`src/rtl/piano_pkg.sv`:
```
// Shared definitions for the keyboard front end and the tone divider bank.
//   N_KEYS    default number of keys/notes
//   TICK_DIV  default debounce sample prescaler period (clk cycles)
//   DB_COUNT  default number of consecutive mismatching ticks to accept a key
//   chord_t   one bit per note, 1 = key held
package piano_pkg;

  localparam int unsigned N_KEYS   = 8;
  localparam int unsigned TICK_DIV = 50000;
  localparam int unsigned DB_COUNT = 8;

  typedef logic [N_KEYS-1:0] chord_t;

  typedef enum logic {
    ST_STABLE  = 1'b0,
    ST_PENDING = 1'b1
  } db_state_t;

endpackage

```
`src/rtl/key_debounce_cell.sv`:
```
// Single-key debouncer: accepts a new key level after DB_COUNT consecutive
// sample ticks of mismatch, emitting registered press/release pulses.
//   clk, rst   clock, async active-high reset
//   s          synchronised key level
//   tick       shared sample strobe (one clk cycle wide)
//   chord      debounced key level (registered)
//   press      one-cycle pulse on accepted 0->1 (registered)
//   released   one-cycle pulse on accepted 1->0 (registered)
//   toggle_c   combinational: chord flips on the next edge
module key_debounce_cell #(
  parameter int unsigned DB_COUNT = 3
) (
  input  logic clk,
  input  logic rst,
  input  logic s,
  input  logic tick,
  output logic chord,
  output logic press,
  output logic released,
  output logic toggle_c
);

  import piano_pkg::*;

  localparam int unsigned CW = $clog2(DB_COUNT + 1);
  localparam logic [CW-1:0] CNT_LAST = CW'(DB_COUNT - 1);

  db_state_t     state, state_n;
  logic [CW-1:0] cnt, cnt_n;
  logic          mismatch;

  assign mismatch = s ^ chord;

  // State register plus debounced level and event flops
  always_ff @(posedge clk or posedge rst) begin
    if (rst) begin
      state    <= ST_STABLE;
      cnt      <= '0;
      chord    <= 1'b0;
      press    <= 1'b0;
      released <= 1'b0;
    end else begin
      state    <= state_n;
      cnt      <= cnt_n;
      chord    <= chord ^ toggle_c;
      press    <= toggle_c & ~chord;
      released <= toggle_c & chord;
    end
  end

  // Next-state: any agreeing cycle while pending restarts the count
  always_comb begin
    state_n  = state;
    cnt_n    = cnt;
    toggle_c = 1'b0;
    case (state)
      ST_STABLE: begin
        cnt_n = '0;
        if (mismatch && tick) begin
          if (DB_COUNT == 1) begin
            toggle_c = 1'b1;
          end else begin
            cnt_n   = CW'(1);
            state_n = ST_PENDING;
          end
        end
      end
      ST_PENDING: begin
        if (!mismatch) begin
          cnt_n   = '0;
          state_n = ST_STABLE;
        end else if (tick) begin
          if (cnt == CNT_LAST) begin
            toggle_c = 1'b1;
            cnt_n    = '0;
            state_n  = ST_STABLE;
          end else begin
            cnt_n = cnt + CW'(1);
          end
        end
      end
      default: begin
        cnt_n   = '0;
        state_n = ST_STABLE;
      end
    endcase
  end

endmodule

```
`src/rtl/chord_scan.sv`:
```
// Debounced keyboard front end producing the held-key chord vector.
//   clk        system clock
//   rst        async active-high reset
//   key_in     raw asynchronous key contacts
//   chord      debounced held-key vector (1 = down)
//   press      per-key one-cycle pulse on accepted press
//   released   per-key one-cycle pulse on accepted release
//   changed    one-cycle pulse when any key press/release is accepted
module chord_scan #(
  parameter int unsigned N_KEYS         = piano_pkg::N_KEYS,
  parameter int unsigned TICK_DIV       = piano_pkg::TICK_DIV,
  parameter int unsigned DB_COUNT       = piano_pkg::DB_COUNT,
  parameter int unsigned KEY_ACTIVE_LOW = 0
) (
  input  logic              clk,
  input  logic              rst,
  input  logic [N_KEYS-1:0] key_in,
  output logic [N_KEYS-1:0] chord,
  output logic [N_KEYS-1:0] press,
  output logic [N_KEYS-1:0] released,
  output logic              changed
);

  localparam int unsigned TW = $clog2(TICK_DIV);
  localparam logic [TW-1:0] TICK_LAST = TW'(TICK_DIV - 1);

  logic [N_KEYS-1:0] k;
  logic [N_KEYS-1:0] sync1, s;
  logic [TW-1:0]     presc;
  logic              tick;
  logic [N_KEYS-1:0] toggle;

  assign k    = (KEY_ACTIVE_LOW != 0) ? ~key_in : key_in;
  assign tick = (presc == TICK_LAST);

  // Two-flop synchroniser, prescaler and aggregated event flop
  always_ff @(posedge clk or posedge rst) begin
    if (rst) begin
      sync1   <= '0;
      s       <= '0;
      presc   <= '0;
      changed <= 1'b0;
    end else begin
      sync1   <= k;
      s       <= sync1;
      presc   <= tick ? '0 : presc + TW'(1);
      changed <= |toggle;
    end
  end

  // One independent debouncer per key
  for (genvar i = 0; i < int'(N_KEYS); i++) begin : g_key
    key_debounce_cell #(
      .DB_COUNT(DB_COUNT)
    ) u_cell (
      .clk      (clk),
      .rst      (rst),
      .s        (s[i]),
      .tick     (tick),
      .chord    (chord[i]),
      .press    (press[i]),
      .released (released[i]),
      .toggle_c (toggle[i])
    );
  end

endmodule

```
`config.mk`:
```
export PLATFORM = sky130hd
export DESIGN_NAME = chord_scan
export DESIGN_NICKNAME = d
export VERILOG_FILES = /design/src/rtl/piano_pkg.sv /design/src/rtl/key_debounce_cell.sv /design/src/rtl/chord_scan.sv
export SDC_FILE = /design/constraint.sdc
export NUM_CORES = 1
export LEC_CHECK = 0
export BUFFER_PORTS_ARGS = -buffer_cell sky130_fd_sc_hd__buf_2
export CAP_MARGIN = 15
export CELL_PAD_IN_SITES_DETAIL_PLACEMENT = 0
export CELL_PAD_IN_SITES_GLOBAL_PLACEMENT = 1
export CORE_MARGIN = 2
export CORE_UTILIZATION = 39
export DETAILED_ROUTE_END_ITERATION = 6
export GPL_TIMING_DRIVEN = 0
export PLACE_DENSITY = 0.65
export SLEW_MARGIN = 20
export SYNTH_ARGS = -nofsm -noshare
export SYNTH_HDL_FRONTEND = slang
export SYNTH_SLANG_ARGS = --single-unit
```
`constraint.sdc`:
```
create_clock -name clk -period 6.7 [get_ports clk]
set_input_delay 0 -clock clk [delete_from_list [all_inputs] [get_ports clk]]
set_output_delay 0 -clock clk [all_outputs]
set_load 0.005 [all_outputs]
```
==> summary.md, run 1 <==
| Metric | Value |
|---|---|
| Syn_area_per_cell | about 11 um2 |
| CP endpoint kind | flop |
| Final Setup Violations | 0 |
| Routed len/inst | ~14 um |
| Post-synth net total | approximately 450 |
| RSZ-0062 raised after global routing | no |
| Register area share after synthesis | 0.544 |
| First-pass GRT wire length | between 15 and 20 mm |
| IO Port Bufs | 34 |
| Initial antenna violation count | 0 |
| CP startpoint | presc[0] |
| Kind of critical path | flop to flop |
| Hold_buf cts | 9 |
| Die ar. | approximately 12,000 um2 |
| Element type at the critical path start | flop |
| # DRC | 0 |
| HPWL after detailed placement | 5.71 mm |
| Clk buf depth | 2 |
| Synth area leader | dfrtp_1 |
| R2r startpoint | presc[0] |
| Hold WC Path Type | input pin to asynchronous set/reset pin |
| Reg-to-reg endpoint | g_key[7].u_cell.chord |
| Final setup TNS | 0 ps |
| Nets@finish | 507 |
| Outcome | complete, no violations |
| Antenna Nets Post-Route | 0 |
| Post-synthesis cell count | ~420 |
| Total CTS buffers | 9 |
| Core ar. | between 10,000 and 15,000 um2 |
| Fin cells | 620 |
| CP max stage cell | dfrtp_1 |
| Total congestion overflow | 0 |
| CP cell instances | ha_1 -> nand3_1 -> nand4b_2 -> buf_2 -> buf_2 -> nor3_1 -> ha_1 -> inv_1 |
| Worst Path Max Fanout | 10 |
| Final period util | 0.358 |
| Cell Area, Placed | 4840 um2 |
| Distinct cells, synth | 38 |
| Setup bufs post-CTS | 0 |
| GPL Wtd Cong | between 0.7 and 0.8 |
| CTS Sinks | between 90 and 100 |
| Worst slew pin tran | around 430 ps |
| Most frequent cells in the layout | 97 x dfrtp_1, 43 x buf_2, 38 x nand2_1 |
| Slew Limit Fails | 0 |
| Root Driver | clkbuf_16 |
| Number of global-route vias before repair | 3,136 |
| Peak VDD IR | around 0.00018 V |
| Max Clock Freq | about 0.42 GHz |
| Power Dens Cells | between 200 and 250 nW/um2 |
| CTS tree | yes |
| Max_cap viols | 0 |
| #FFs+latches synth | a little under 100 |
| Largest stage delay on the critical path | 420 ps |
| Slew headroom | 0.711 |
| Largest net degree at the start of global routing | between 70 and 80 |
| Power, Total | 0.00111 W |
| Routed vias | 3,041 |
| Final Util | 0.463 |
| Rows | 39 |
| Area growth from synthesis to layout | 17.1% |
| Clk Latency, worst-skew pair | between 300 and 400 ps |
| Top-area cell type share of the netlist area | 0.544 |
| Final Cell Area | around 5200 um2 |
| Reg clk slew, reported paths | around 60 ps |
| Dpl cells | 595 |
| Critical path destination | g_key[7].u_cell.chord |
| # diodes | 0 |
| Total Routing Usage GR | 0.154 |
| Post-CTS Resized | 0 |
| Worst Path Buf+Inv | 3 |
| Fill cell count | between 1,000 and 1,500 |
| Num ports | 35 |
| Commonest non-fill, non-tap cell in the layout | dfrtp_1 |
| Post-Route WL | around 8.5 mm |
| Register-to-register setup slack | around 4300 ps |
| H-Tree Level Count | 3 |
| Synth top area cells | dfrtp_1 54%, ha_1 7.0%, buf_4 4.0% |
| Minimum clock period | about 2400 ps |
| Initial Utilization | 0.396 |
| Worst R2R Path Depth | 8 |
| Data required, critical path | roughly 7000 ps |
| Cell family with most CP delay | simple AND/OR/NAND/NOR gates |
| Clock Skew | 6.51 ps |
| Crit path depth | 8 |
| Die W | ~110 um |
| LEAKAGE | between 2 and 3 nW |
| Die Y | 111 um |
| Vias per inst | about 4.9 |
| First-pass DRT Iterations | 4 |
| Initial DRC count | around 200 |
| Final Hold Vio Count | 0 |
| Fraction of layout cells with a size suffix above 1 | 0.187 |
| Synthesis warning total | 0 |
| Syn Std Cell Area | ~4500 um2 |
| Arrival time worst endpoint | approximately 2700 ps |
-- worst reg2reg max path, stage by stage, from the launching register on --
cell and delay, ps:
dfrtp_1 420, ha_1 240, nand3_1 150, nand4b_2 390
buf_2 290, buf_2 220, nor3_1 300, ha_1 290
inv_1 50
-- registers in the layout, indices dropped and copies added, names as in the netlist --
name / count
presc: 16
g_key.u_cell.press: 8
g_key.u_cell.released: 8
sync1: 8
s: 8
g_key.u_cell.cnt: 32
g_key.u_cell.chord: 8
changed: 1
g_key.u_cell.state: 8
-- metal layers --
metal,global-route usage,part of all wire,vias to the layer above
li1,-,-,1504
met1,0.196,0.48,1493
met2,0.255,0.48,36
met3,0.0498,0.032,8
met4,0.0408,0.011,0
met5,0,0,-
-- cell families (layout without fill, tap and decap cells) --
group / count (synthesis) / after routing / synth area share
AO/OA/AOI/OAI: 58 / 58 / 0.0777
AND/OR/NAND/NOR: 153 / 153 / 0.188
adder cells (fa/ha/maj): 25 / 25 / 0.0701
flip-flops: 97 / 97 / 0.544
multiplexers: 3 / 3 / 0.00673
XOR/XNOR: 20 / 20 / 0.0393
buffers and inverters: 61 / 121 / 0.0741
-- final cells by class --
class	instances	area (um2)	share of cell area
tap	143	179	0.0343
clock inverter	5	40.0	0.00766
inverter	27	106	0.0204
clock buffer	11	253	0.0484
sequential	97	2430	0.465
timing repair buffer	44	288	0.0551
buffer	34	229	0.0438
multi-input combinational	259	1700	0.326
-- Yosys cell counts --
master	number
buf_4	24
and3b_1	8
a21oi_1	15
and2_1	1
o22ai_1	1
nand3_1	20
xor2_1	7
nand4b_1	5
nand4b_2	1
xnor2_1	13
mux2i_1	3
o21ai_0	21
nor2b_1	6
o211ai_1	2
ha_1	25
nor2_1	27
and4b_1	1
a21boi_1	8
nor3_1	13
a41oi_1	1
a22o_1	1
dfrtp_1	97
a211oi_1	1
and3_1	8
a22oi_1	1
nand2b_1	1
nor4_1	1
a21boi_0	6
nand4_1	6
clkbuf_1	1
o31ai_1	1
or4_1	7
or3_1	7
inv_1	27
and4bb_2	2
buf_2	9
nor4b_4	1
nand2_1	38
-- worst min-delay path by stage --
stage	start	end	slack [ps]	depth (start not counted)
2_1_floorplan	key_in[0]	sync1[0]	30	0
5_1_grt	rst	sync1[6]	150	3
3_5_place_dp	rst	sync1[6]	-40	2
4_1_cts	rst	sync1[6]	130	3
6_report	rst	sync1[6]	140	3
3_3_place_gp	key_in[7]	sync1[7]	110	1
-- where the power goes --
group / switching (W) / internal, W
registers: 0.00000175 / 0.000590
clock network: 0.000220 / 0.000273
logic: 0.0000153 / 0.00000885
-- through the flow --
step	worst slack, ps	hold slack, ps
2_1_floorplan	4170	31.4
3_3_place_gp	2900	107
3_5_place_dp	4280	-39.6
4_1_cts	4260	134
5_1_grt	4050	146
6_report	4300	137
No activity file was read; power rests on OpenSTA's default activity.
==> run 2: changes to the inputs <==
Settings changed: ABC_AREA from default to 1, PLACE_DENSITY 0.65 to 0.7.
Clock period 6.7 ns to 2.1 ns, I/O delays scaled along.
==> summary.md, run 2 <==
| Metric | Value |
|---|---|
| Outcome | complete, no violations |
| R2r startpoint | presc[0] |
| Final Setup Violations | 0 |
| Reg clk slew, reported paths | about 70 ps |
| Die ar. | about 13,000 um2 |
| Register area share after synthesis | 0.517 |
| Arrival time worst endpoint | 2140 ps |
| Max reg flops | 32 |
| Post-synthesis cell count | about 530 |
| Largest net degree at the start of global routing | 31 |
| Vias per inst | 4.68 |
| Final Util | 0.470 |
| First-pass DRT Iterations | 4 |
| Clk Latency, worst-skew pair | approximately 350 ps |
| Initial DRC count | 161 |
| Initial antenna violation count | 0 |
| Area growth from synthesis to layout | 18.7% |
| Max_cap viols | 0 |
| Syn Std Cell Area | 4690 um2 |
| Power Dens Cells | slightly above 700 nW/um2 |
| Antenna Nets Post-Route | 0 |
| WL met1 | between 4 and 5 mm |
| Post-synth top cells | 110 x nand2_1, 97 x dfrtp_1, 71 x inv_1, 55 x nand3_1, 45 x nor2_1 |
| Synth top area cells | dfrtp_1 52%, nand2_1 8.8%, ha_1 6.7% |
| Top-area cell type share of the netlist area | 0.517 |
| Initial Utilization | 0.396 |
| Num ports | 35 |
| RSZ-0062 raised after global routing | no |
| Most common cell in the netlist | nand2_1 |
| Dpl cells | 711 |
| Worst R2R Path Depth | 7 |
| Die W | 114 um |
| Distinct cells, synth | 29 |
| Top Metal Used | met4 |
| Largest stage delay on the critical path | 380 ps |
| Power, Total | between 0.003 and 0.004 W |
| Root Driver | clkbuf_16 |
| Final setup TNS | 0 ps |
| CP endpoint kind | flop |
| First-pass GRT wire length | approximately 16 mm |
| Total CTS buffers | 9 |
| Total Routing Usage GR | 0.155 |
| Max Clock Freq | around 0.54 GHz |
| Element type at the critical path start | flop |
| Core ar. | about 12,000 um2 |
| Final Cell Area | about 5600 um2 |
| Post-CTS Resized | 0 |
| Number of global-route vias before repair | roughly 3,400 |
| WL met2 | 4.10 mm |
| Reg with most FFs | g_key.u_cell.cnt |
| Worst slew pin tran | approximately 530 ps |
| Post-synth net total | 562 |
| H-Tree Level Count | 3 |
| Data required, critical path | between 2000 and 2500 ps |
| Register-to-register setup slack | 250 ps |
| CP cell instances | ha_1 -> nand3_1 -> nor2_4 -> nand4_1 -> inv_1 -> ha_1 -> inv_1 |
| Cell Area, Placed | 5120 um2 |
| Clock Skew | approximately 9 ps |
| Routed vias | 3,445 |
| Worst Path Max Fanout | 9 |
| Peak VDD IR | approximately 0.00028 V |
| CTS Sinks | 97 |
| Commonest non-fill, non-tap cell in the layout | nand2_1 |
| #FFs+latches synth | 97 |
| Number of synthesized flops with an enable pin | 0 |
| Kind of critical path | flop to flop |
| Final period util | 0.881 |
| Final Hold Vio Count | 0 |
| Cell family with most CP delay | simple AND/OR/NAND/NOR gates |
| Worst Path Buf+Inv | 2 |
| Asr flop ratio synth | 1.00 |
| Fraction of layout cells with a size suffix above 1 | 0.170 |
| CTS tree | yes |
| IO Port Bufs | 34 |
| LEAKAGE | 3.04 nW |
| Syn_area_per_cell | just under 9 um2 |
| # DRC | 0 |
| Synthesis warning total | 0 |
| Most frequent cells in the layout | 110 x nand2_1, 97 x dfrtp_1, 70 x inv_1 |
| # diodes | 0 |
| Nets@finish | approximately 620 |
| Clk buf depth | 2 |
| Met3 WL | 280 um |
| Setup bufs post-CTS | 0 |
| Slew headroom | 0.642 |
| Die Y | approximately 110 um |
| Minimum clock period | roughly 1900 ps |
| Total congestion overflow | 0 |
| Post-Route WL | ~8.9 mm |
| Reg-to-reg endpoint | g_key[4].u_cell.chord |
| Synth area leader | dfrtp_1 |
| Fin cells | between 700 and 800 |
| Slew Limit Fails | 0 |
| Hold WC Path Type | input pin to asynchronous set/reset pin |
| HPWL after detailed placement | around 6.3 mm |
| Regs by FF count | g_key.u_cell.cnt (32), presc (16) |
| Rows | 40 |
| GPL Wtd Cong | around 0.8 |
| Ys flop type | dfrtp_1 |
| Routed len/inst | around 12 um |
| CP max stage cell | nor2_4 |
run 2: cell types whose count changed after synthesis, sizes merged, moves of 7 or more:
| cell | before | now |
|---|---|---|
| nand2 | 38 | 115 |
| and3 | 8 | 1 |
| a21boi | 14 | 0 |
| or4 | 7 | 0 |
| and3b | 8 | 0 |
| or3 | 7 | 0 |
| inv | 27 | 73 |
| nor2 | 27 | 52 |
| nand3 | 20 | 55 |
| xnor2 | 13 | 6 |
run 2: worst reg2reg max path, cell delays in order, from the launching register on:
cell and delay, ps:
dfrtp_1 370, ha_1 210, nand3_1 170, nor2_4 380, nand4_1 250, inv_1 130
ha_1 230, inv_1 50
run 2: cell type report:
cell class	count	area, um2
Fill cell	1149	6290
Sequential cell	97	2430
Multi-Input combinational cell	325	1740
Timing Repair Buffer	46	328
Inverter	74	282
Clock buffer	12	267
Buffer	31	245
Tap cell	147	184
Clock inverter	4	97.6
run 2: worst max path at each step:
| stage | endpoint | start | cells past startpoint |
|---|---|---|---|
| after floorplan | g_key[0].u_cell.state | presc[0] | 9 |
| after global placement | s[0] | rst | 2 |
| after detailed placement | g_key[6].u_cell.cnt[0] | presc[0] | 8 |
| after CTS | g_key[4].u_cell.chord | presc[0] | 7 |
| after global routing | g_key[0].u_cell.cnt[0] | presc[0] | 8 |
| final | g_key[4].u_cell.chord | presc[0] | 7 |
run 2: repair_timing:
action	in CTS	in global routing
hold endpoints to repair	26	0
endpoints found under the setup margin	0	0
hold buffers	9	0
run 2: through the flow:
stage                     setup WS, ps  hold slack [ps]
after floorplan                    581             31.4
after global placement             201              108
after detailed placement           240             61.4
after CTS                          223              230
after global routing               102              282
final                              250              220
run 2: cells by family after synthesis:
family,after synthesis,share of synthesized area
AO/OA/AOI/OAI,36,0.0400
XOR/XNOR,13,0.0243
adder cells (fa/ha/maj),25,0.0666
buffers and inverters,105,0.111
flip-flops,97,0.517
AND/OR/NAND/NOR,251,0.241
run 2: power by group:
part / switching [W] / total (W) / internal (W)
Clock: 0.000707 / 0.00197 / 0.00126
Sequential: 0.00000563 / 0.00189 / 0.00188
Combinational: 0.0000517 / 0.0000865 / 0.0000348
Total: 0.000765 / 0.00394 / 0.00318
run 2: metal layers:
layer	GRT usage	vias to the layer above
li1	-	1761
met1	0.202	1636
met2	0.248	36
met3	0.0271	12
met4	0.0805	0
met5	0	-
==> run 3: changes to the inputs <==
Settings changed: CORE_ASPECT_RATIO from default to 1.25.
==> summary.md, run 3 (synthesized netlist as in run 2, its figures left out) <==
| Metric | Value |
|---|---|
| Most frequent cells in the layout | 110 x nand2_1, 97 x dfrtp_1, 70 x inv_1 |
| Routed vias | about 3,500 |
| Total congestion overflow | 0 |
| Clock Skew | approximately 8.5 ps |
| Max Clock Freq | 0.541 GHz |
| Die W | slightly above 100 um |
| WL met1 | around 4.1 mm |
| Reg with most FFs | g_key.u_cell.cnt |
| Clk pwr share | 0.463 |
| Switching power | between 0.0007 and 0.0008 W |
| Clk buf depth | 2 |
| CP endpoint kind | flop |
| Final Setup Violations | 0 |
| Initial antenna violation count | 0 |
| Reg clk slew, reported paths | around 70 ps |
| Power Dens Cells | between 600 and 700 nW/um2 |
| Pint | ~0.003 W |
| Total Routing Usage GR | 0.155 |
| Core ar. | 11,700 um2 |
| Minimum clock period | about 1800 ps |
| Top Metal Used | met4 |
| Area growth from synthesis to layout | 18.0% |
| Data required, critical path | 2380 ps |
| RSZ-0062 raised after global routing | no |
| HPWL after detailed placement | approximately 6.3 mm |
| Arrival time worst endpoint | between 2000 and 2500 ps |
| Fraction of layout cells with a size suffix above 1 | 0.167 |
| Die ar. | roughly 13,000 um2 |
| Commonest non-fill, non-tap cell in the layout | nand2_1 |
| LEAKAGE | 3.01 nW |
| Sequential Power Share | 0.513 |
| Worst slew pin tran | about 530 ps |
| Hold WC Path Type | input pin to asynchronous set/reset pin |
| Area of the multi-input gates | ~1700 um2 |
| Clk Latency, worst-skew pair | between 300 and 400 ps |
| Die Y | 127 um |
| Vias per inst | around 4.7 |
| Num ports | 35 |
| Fill cell count | around 1,200 |
| Total CTS buffers | 9 |
| Nets@finish | just over 600 |
| Max reg flops | 32 |
| Rows | 44 |
| Final Hold Vio Count | 0 |
| Slew Limit Fails | 0 |
| Max_cap viols | 0 |
| Kind of critical path | flop to flop |
| Slew headroom | 0.648 |
| WL met2 | 4.33 mm |
| Number of global-route vias before repair | 3,440 |
| Element type at the critical path start | flop |
| Final setup TNS | 0 ps |
| Hold slack | about 230 ps |
| GPL Wtd Cong | about 0.77 |
| Final Util | 0.474 |
| Regs by FF count | g_key.u_cell.cnt (32), presc (16) |
| Initial DRC count | around 130 |
| # diodes | 0 |
| H-Tree Level Count | 3 |
| Combinational Power Share | 0.023 |
| CTS Sinks | 97 |
| First-pass GRT wire length | approximately 16 mm |
| Largest net degree at the start of global routing | 34 |
| Peak VDD IR | roughly 0.00037 V |
| Switching share of power | 0.197 |
| CTS tree | yes |
| Routed len/inst | approximately 12 um |
| Antenna Nets Post-Route | 0 |
| Register Area | ~2400 um2 |
| Met3 WL | approximately 300 um |
| Post-Route WL | roughly 8.9 mm |
| # DRC | 0 |
| Outcome | complete, no violations |
| First-pass DRT Iterations | 5 |
| IO Port Bufs | 34 |
| Final period util | 0.880 |
| Setup bufs post-CTS | 0 |
| Initial Utilization | 0.402 |
| Root Driver | clkbuf_16 |
| Worst Path Max Fanout | 9 |
[run 3: power groups by stage]
stage	logic [W]	registers [W]	clock network (W)
2_1_floorplan	0.0000398	0.00192	0
3_3_place_gp	0.0000613	0.00192	0
3_5_place_dp	0.0000789	0.00192	0
4_1_cts	0.0000918	0.00189	0.00179
5_1_grt	0.000100	0.00189	0.00186
6_report	0.0000864	0.00189	0.00170
[run 3: worst paths after layout]
kind                       startpoint                        to  slack [ps]  cells past startpoint
min in group clk            key_in[6]                  sync1[6]         290                      2
min                               rst  g_key[5].u_cell.released         230                      3
min reg2reg                  sync1[5]                      s[5]         350                      0
max in group asynchronous         rst                  presc[6]        1200                      5
max reg2reg                  presc[0]     g_key[6].u_cell.chord         250                      7
max                          presc[0]     g_key[6].u_cell.chord         250                      7
[run 3: layer usage]
metal / up-vias / GRT usage
li1: 1767 / -
met1: 1666 / 0.199
met2: 48 / 0.256
met3: 11 / 0.0380
met4: 0 / 0.0533
met5: - / 0
[run 3: layout make-up]
type                       count  share of cell area
sequential                    97               0.438
multi-input combinational    325               0.315
timing repair buffer          46              0.0592
inverter                      74              0.0508
buffer                        31              0.0443
clock buffer                  10              0.0413
tap                          161              0.0364
clock inverter                 5              0.0147
[run 3: repair_timing]
| item | 4_1_cts | 5_1_grt |
|---|---|---|
| endpoints found under the hold margin | 40 | 0 |
| gates resized for setup | 0 | 0 |
| hold buffers | 9 | 0 |
[run 3: stage by stage]
step	power, W	setup slack [ps]	cell area, um2	std cells
3_5_place_dp	0.00200	231	5140	725
4_1_cts	0.00377	212	5540	749
2_1_floorplan	0.00196	581	4700	527
6_report	0.00368	252	5540	749
5_1_grt	0.00385	85.7	5540	749
3_3_place_gp	0.00199	222	5070	722
[run 3: critical path, stage by stage (launching register included)]
cell,delay (ps)
dfrtp_1,370
ha_1,210
nand3_1,170
nor2_4,380
nand4_1,240
inv_1,140
ha_1,240
inv_1,50
